### src/rtl/text_writer.sv
// Character-stream front end for the tile screen buffer: consumes ASCII codes, tracks the
// cursor and drives the buffer write port, sweeping one tile per cycle for line/screen clears.
module text_writer #(
  parameter int unsigned H_TILES        = 128,
  parameter int unsigned V_TILES        = 48,
  parameter int unsigned ADDR_COL_WIDTH = 7,
  parameter int unsigned ADDR_ROW_WIDTH = 6,
  parameter int unsigned DATA_WIDTH     = 7
) (
  input  logic                      clk_i,
  input  logic                      rstn_i,
  input  logic                      char_valid_i,
  input  logic [DATA_WIDTH-1:0]     char_i,
  output logic                      char_ready_o,
  input  logic                      clear_i,
  output logic                      busy_o,
  output logic                      wr_en_o,
  output logic [ADDR_COL_WIDTH-1:0] col_w_o,
  output logic [ADDR_ROW_WIDTH-1:0] row_w_o,
  output logic [DATA_WIDTH-1:0]     din_o,
  output logic [ADDR_COL_WIDTH-1:0] cursor_col_o,
  output logic [ADDR_ROW_WIDTH-1:0] cursor_row_o
);

  typedef enum logic [1:0] {StIdle, StClrLine, StClrAll} state_e;

  localparam logic [ADDR_COL_WIDTH-1:0] ColLast = ADDR_COL_WIDTH'(H_TILES - 1);
  localparam logic [ADDR_ROW_WIDTH-1:0] RowLast = ADDR_ROW_WIDTH'(V_TILES - 1);
  localparam logic [ADDR_COL_WIDTH-1:0] ColOne  = ADDR_COL_WIDTH'(1);
  localparam logic [ADDR_ROW_WIDTH-1:0] RowOne  = ADDR_ROW_WIDTH'(1);

  localparam logic [DATA_WIDTH-1:0] ChBs    = DATA_WIDTH'(32'h08);
  localparam logic [DATA_WIDTH-1:0] ChLf    = DATA_WIDTH'(32'h0A);
  localparam logic [DATA_WIDTH-1:0] ChFf    = DATA_WIDTH'(32'h0C);
  localparam logic [DATA_WIDTH-1:0] ChCr    = DATA_WIDTH'(32'h0D);
  localparam logic [DATA_WIDTH-1:0] ChFirst = DATA_WIDTH'(32'h20);
  localparam logic [DATA_WIDTH-1:0] ChLast  = DATA_WIDTH'(32'h7E);

  state_e                    state_q, state_d;
  logic [ADDR_COL_WIDTH-1:0] cur_col_q, cur_col_d;
  logic [ADDR_ROW_WIDTH-1:0] cur_row_q, cur_row_d;
  logic [ADDR_COL_WIDTH-1:0] swp_col_q, swp_col_d;
  logic [ADDR_ROW_WIDTH-1:0] swp_row_q, swp_row_d;
  logic                      wr_en_q, wr_en_d;
  logic [ADDR_COL_WIDTH-1:0] col_w_q, col_w_d;
  logic [ADDR_ROW_WIDTH-1:0] row_w_q, row_w_d;
  logic [DATA_WIDTH-1:0]     din_q, din_d;

  logic                      accept;
  logic                      printable;
  logic                      row_adv;
  logic                      full_clr;
  logic [ADDR_ROW_WIDTH-1:0] row_next;

  assign char_ready_o = (state_q == StIdle) && !clear_i;
  assign accept       = char_valid_i && char_ready_o;
  assign printable    = (char_i >= ChFirst) && (char_i <= ChLast);
  // Explicit wrap: V_TILES need not be a power of two.
  assign row_next     = (cur_row_q == RowLast) ? '0 : cur_row_q + RowOne;

  assign busy_o       = (state_q != StIdle);
  assign wr_en_o      = wr_en_q;
  assign col_w_o      = col_w_q;
  assign row_w_o      = row_w_q;
  assign din_o        = din_q;
  assign cursor_col_o = cur_col_q;
  assign cursor_row_o = cur_row_q;

  always_comb begin
    state_d   = state_q;
    cur_col_d = cur_col_q;
    cur_row_d = cur_row_q;
    swp_col_d = swp_col_q;
    swp_row_d = swp_row_q;
    wr_en_d   = 1'b0;
    col_w_d   = col_w_q;
    row_w_d   = row_w_q;
    din_d     = din_q;
    row_adv   = 1'b0;
    full_clr  = 1'b0;

    unique case (state_q)
      StIdle: begin
        if (clear_i) begin
          full_clr = 1'b1;
        end else if (accept) begin
          if (printable) begin
            wr_en_d = 1'b1;
            col_w_d = cur_col_q;
            row_w_d = cur_row_q;
            din_d   = char_i;
            if (cur_col_q == ColLast) begin
              row_adv = 1'b1;
            end else begin
              cur_col_d = cur_col_q + ColOne;
            end
          end else begin
            case (char_i)
              ChLf: row_adv = 1'b1;
              ChCr: cur_col_d = '0;
              ChBs: begin
                if (cur_col_q != '0) begin
                  cur_col_d = cur_col_q - ColOne;
                  wr_en_d   = 1'b1;
                  col_w_d   = cur_col_q - ColOne;
                  row_w_d   = cur_row_q;
                  din_d     = '0;
                end
              end
              ChFf:    full_clr = 1'b1;
              default: ;
            endcase
          end
        end

        if (row_adv) begin
          cur_col_d = '0;
          cur_row_d = row_next;
          swp_col_d = '0;
          swp_row_d = row_next;
          state_d   = StClrLine;
        end
        if (full_clr) begin
          cur_col_d = '0;
          cur_row_d = '0;
          swp_col_d = '0;
          swp_row_d = '0;
          state_d   = StClrAll;
        end
      end

      StClrLine: begin
        wr_en_d = 1'b1;
        col_w_d = swp_col_q;
        row_w_d = swp_row_q;
        din_d   = '0;
        if (swp_col_q == ColLast) begin
          swp_col_d = '0;
          state_d   = StIdle;
        end else begin
          swp_col_d = swp_col_q + ColOne;
        end
      end

      StClrAll: begin
        wr_en_d = 1'b1;
        col_w_d = swp_col_q;
        row_w_d = swp_row_q;
        din_d   = '0;
        if (swp_col_q == ColLast) begin
          swp_col_d = '0;
          if (swp_row_q == RowLast) begin
            swp_row_d = '0;
            state_d   = StIdle;
          end else begin
            swp_row_d = swp_row_q + RowOne;
          end
        end else begin
          swp_col_d = swp_col_q + ColOne;
        end
      end

      default: state_d = StIdle;
    endcase
  end

  always_ff @(posedge clk_i or negedge rstn_i) begin
    if (!rstn_i) begin
      state_q   <= StIdle;
      cur_col_q <= '0;
      cur_row_q <= '0;
      swp_col_q <= '0;
      swp_row_q <= '0;
      wr_en_q   <= 1'b0;
      col_w_q   <= '0;
      row_w_q   <= '0;
      din_q     <= '0;
    end else begin
      state_q   <= state_d;
      cur_col_q <= cur_col_d;
      cur_row_q <= cur_row_d;
      swp_col_q <= swp_col_d;
      swp_row_q <= swp_row_d;
      wr_en_q   <= wr_en_d;
      col_w_q   <= col_w_d;
      row_w_q   <= row_w_d;
      din_q     <= din_d;
    end
  end

endmodule
### config.mk
export PLATFORM = sky130hd
export DESIGN_NAME = text_writer
export DESIGN_NICKNAME = d
export VERILOG_FILES = /design/src/rtl/text_writer.sv
export SDC_FILE = /design/constraint.sdc
export NUM_CORES = 1
export LEC_CHECK = 0
export CAP_MARGIN = 20
export CORE_UTILIZATION = 50
export CTS_CLUSTER_SIZE = 14
export DETAILED_ROUTE_END_ITERATION = 16
export PLACE_DENSITY = 0.75
export SETUP_SLACK_MARGIN = 0.5
export SYNTH_ARGS = -nofsm -noshare
export SYNTH_HDL_FRONTEND = slang
export SYNTH_SLANG_ARGS = --single-unit
### constraint.sdc
create_clock -name clk_i -period 5.87 [get_ports clk_i]
set_input_delay 1.174 -clock clk_i [delete_from_list [all_inputs] [get_ports clk_i]]
set_output_delay 1.174 -clock clk_i [all_outputs]
set_load 0.02 [all_outputs]
==> out/results.ini <==
[clock_tree]
post_cts_resized=0
clockBufferDepth=2
cts_buffers=5
post_cts_buffers=0
clockRootBuffer=clkbuf_8
clk_pin_slew_ps=90
ctsHtreeMaxLevel=2
cts_tree=yes
clock_sinks=49
clk_latency_ps=310
hold_buffers=0

[power]
cellLeakagePower_uw=0.00155
p_per_area_nw_per_um2=251
ir_drop_v=0.000133

[critical_path]
endpoint_kind=output port
worstPathArrival_ps=2600
crit_required_ps=4700
worst_setup_path_start_kind=primary input
path_max_fanout=6
worstSetupPathType=in2out

[global_routing]
grt_start_max_net_pins=50
grt_util_met1=0.374
grt_busiest_layer=met1
grt_pass1_vias=2501
grtUsageTotal=0.251
grt_overflow=0
met3_usage=0.0386
grt_antenna_before_repair=0
grt_pass1_wl_um=12500
grt_util_met2=0.369

[final_layout]
utilization=0.617
drive_gt1_frac=0.0651
final_cell_mix=49 x dfrtp_1, 45 x clkdlybuf4s50_1, 42 x nand2_1, 34 x o21ai_0, 29 x nor2_1
nNetsFinal=404
final_common_cell=dfrtp_1
nFillCells=527
areaGrowthSynthToFinish_pct=19.2
diodes=0

[synth]
ys_seq_area_frac=0.400
syn_inst=348
syn-cell-area_um2=3060
ys_types=60
avgSynthCellArea_um2=8.80
synth_edf_count=0
async_flop_share=1.00
ys_warn_count=0
syn_nets=369
synth_ff_type=dfrtp_1
ys_ff_latch=49

[routing]
wire_per_inst_um=16.3
drt-total-wl_um=7500
drc=0
drt_iter0_drc=215
avgViaCountPerCell=6.08
num_vias=2789
drt_pass1_iterations=7
antenna_left=0

[die]
ios=47
die_w_um=80.3
fp.dieH_um=80.3
dieArea_um2=6440
initial_core_util=0.517
core_um2=5920
rows=28

[placed_design]
pre_cts_slack_ps=1860
numPortBuffers=46
hpwl_um=5330
gp_congestion=0.869

[sta]
relSlewSlack=0.379
fin_tns_setup_ps=0
fin_crit_sh=0.644
skew_ps=7.60
setup_slack_ps=2090
fmax_mhz=265
min_period_ps=3780
final_max_slew_viol_count=0
rsz0062_at_grt=no
worst_slew_pin_slew_ps=932
hold_viol_final=0
setup_violations=0

[job]
max_cap_violations=0

[run_status]
status=completed

[min_path]
hold_path.class=reg2reg

metal layers:
metal  share of wire  vias to the layer above
met4           0.016                        0
li1                -                     1343
met5               0                        -
met3           0.044                       13
met1            0.50                     1340
met2            0.44                       93
final timing paths:
kind	from	end	slack (ps)	cells after the start
max in group asynchronous	rstn_i	cursor_row_o[5]	4490	2
max reg2reg	state_q[1]	swp_col_q[2]	3270	8
min in group asynchronous	rstn_i	swp_col_q[3]	950	2
min reg2reg	col_w_o[1]	col_w_o[1]	490	2
max	clear_i	char_ready_o	2090	3
min	col_w_o[1]	col_w_o[1]	490	2
sequential cells by signal, summed over array words and instances (netlist names):
signal / count
col_w_o: 7
wr_en_o: 1
row_w_o: 6
din_o: 7
cursor_col_o: 7
state_q: 2
cursor_row_o: 6
swp_col_q: 7
swp_row_q: 6
through the flow:
step	cell area, µm²	cells	hold slack, ps	power [µW]
final	3650	459	486	915
after detailed placement	3530	451	473	663
after global placement	3530	451	470	655
after CTS	3650	459	494	921
after global routing	3650	459	516	959
after floorplan	3060	348	512	562
cell families after synthesis:
group	Yosys count	synth area share
multiplexers	12	0.0400
AO/OA/AOI/OAI	109	0.238
flip-flops	49	0.400
XOR/XNOR	8	0.0229
adder cells (fa/ha/maj)	10	0.0408
AND/OR/NAND/NOR	132	0.216
buffers and inverters	28	0.0421
synthesized netlist by cell type (4+ instances only):
cell type  count  area [µm²]
nand3_1       14        70.1
ha_1          10         125
buf_2          4        20.0
inv_1          7        26.3
a31oi_1        4        25.0
and2_1         5        31.3
nand2b_1       4        25.0
and3_1         5        31.3
mux2i_1       10         100
clkbuf_1      12        45.0
nor3_1         6        30.0
nand2_1       42         158
o21ai_0       34         170
a21o_1         4        30.0
nor4_1         5        31.3
a21oi_1       16        80.1
o21ai_1        9        45.0
xnor2_1        5        43.8
dfrtp_1       49        1230
o22ai_1        4        25.0
a22o_1         9        78.8
nor2_1        29         109
final cells by class:
type                    count  area [µm²]  share of cell area
multi-input cells         271        1710               0.469
flip-flops and latches     49        1230               0.336
repair buffers             48         470               0.129
well taps                  75        93.8              0.0257
clock buffers               6        82.6              0.0226
clock inverters             2        37.5              0.0103
inverters                   8        30.0             0.00822
critical path, cell delays in order:
cell and delay, ps:
clkdlybuf4s50_1 530, nor2_1 260, clkdlybuf4s50_1 650
power by group:
part | switching [µW] | internal, µW
Sequential | 48.4 | 389
Clock | 119 | 139
Combinational | 113 | 107
Total | 281 | 634
No activity file was read; power rests on OpenSTA's default activity.
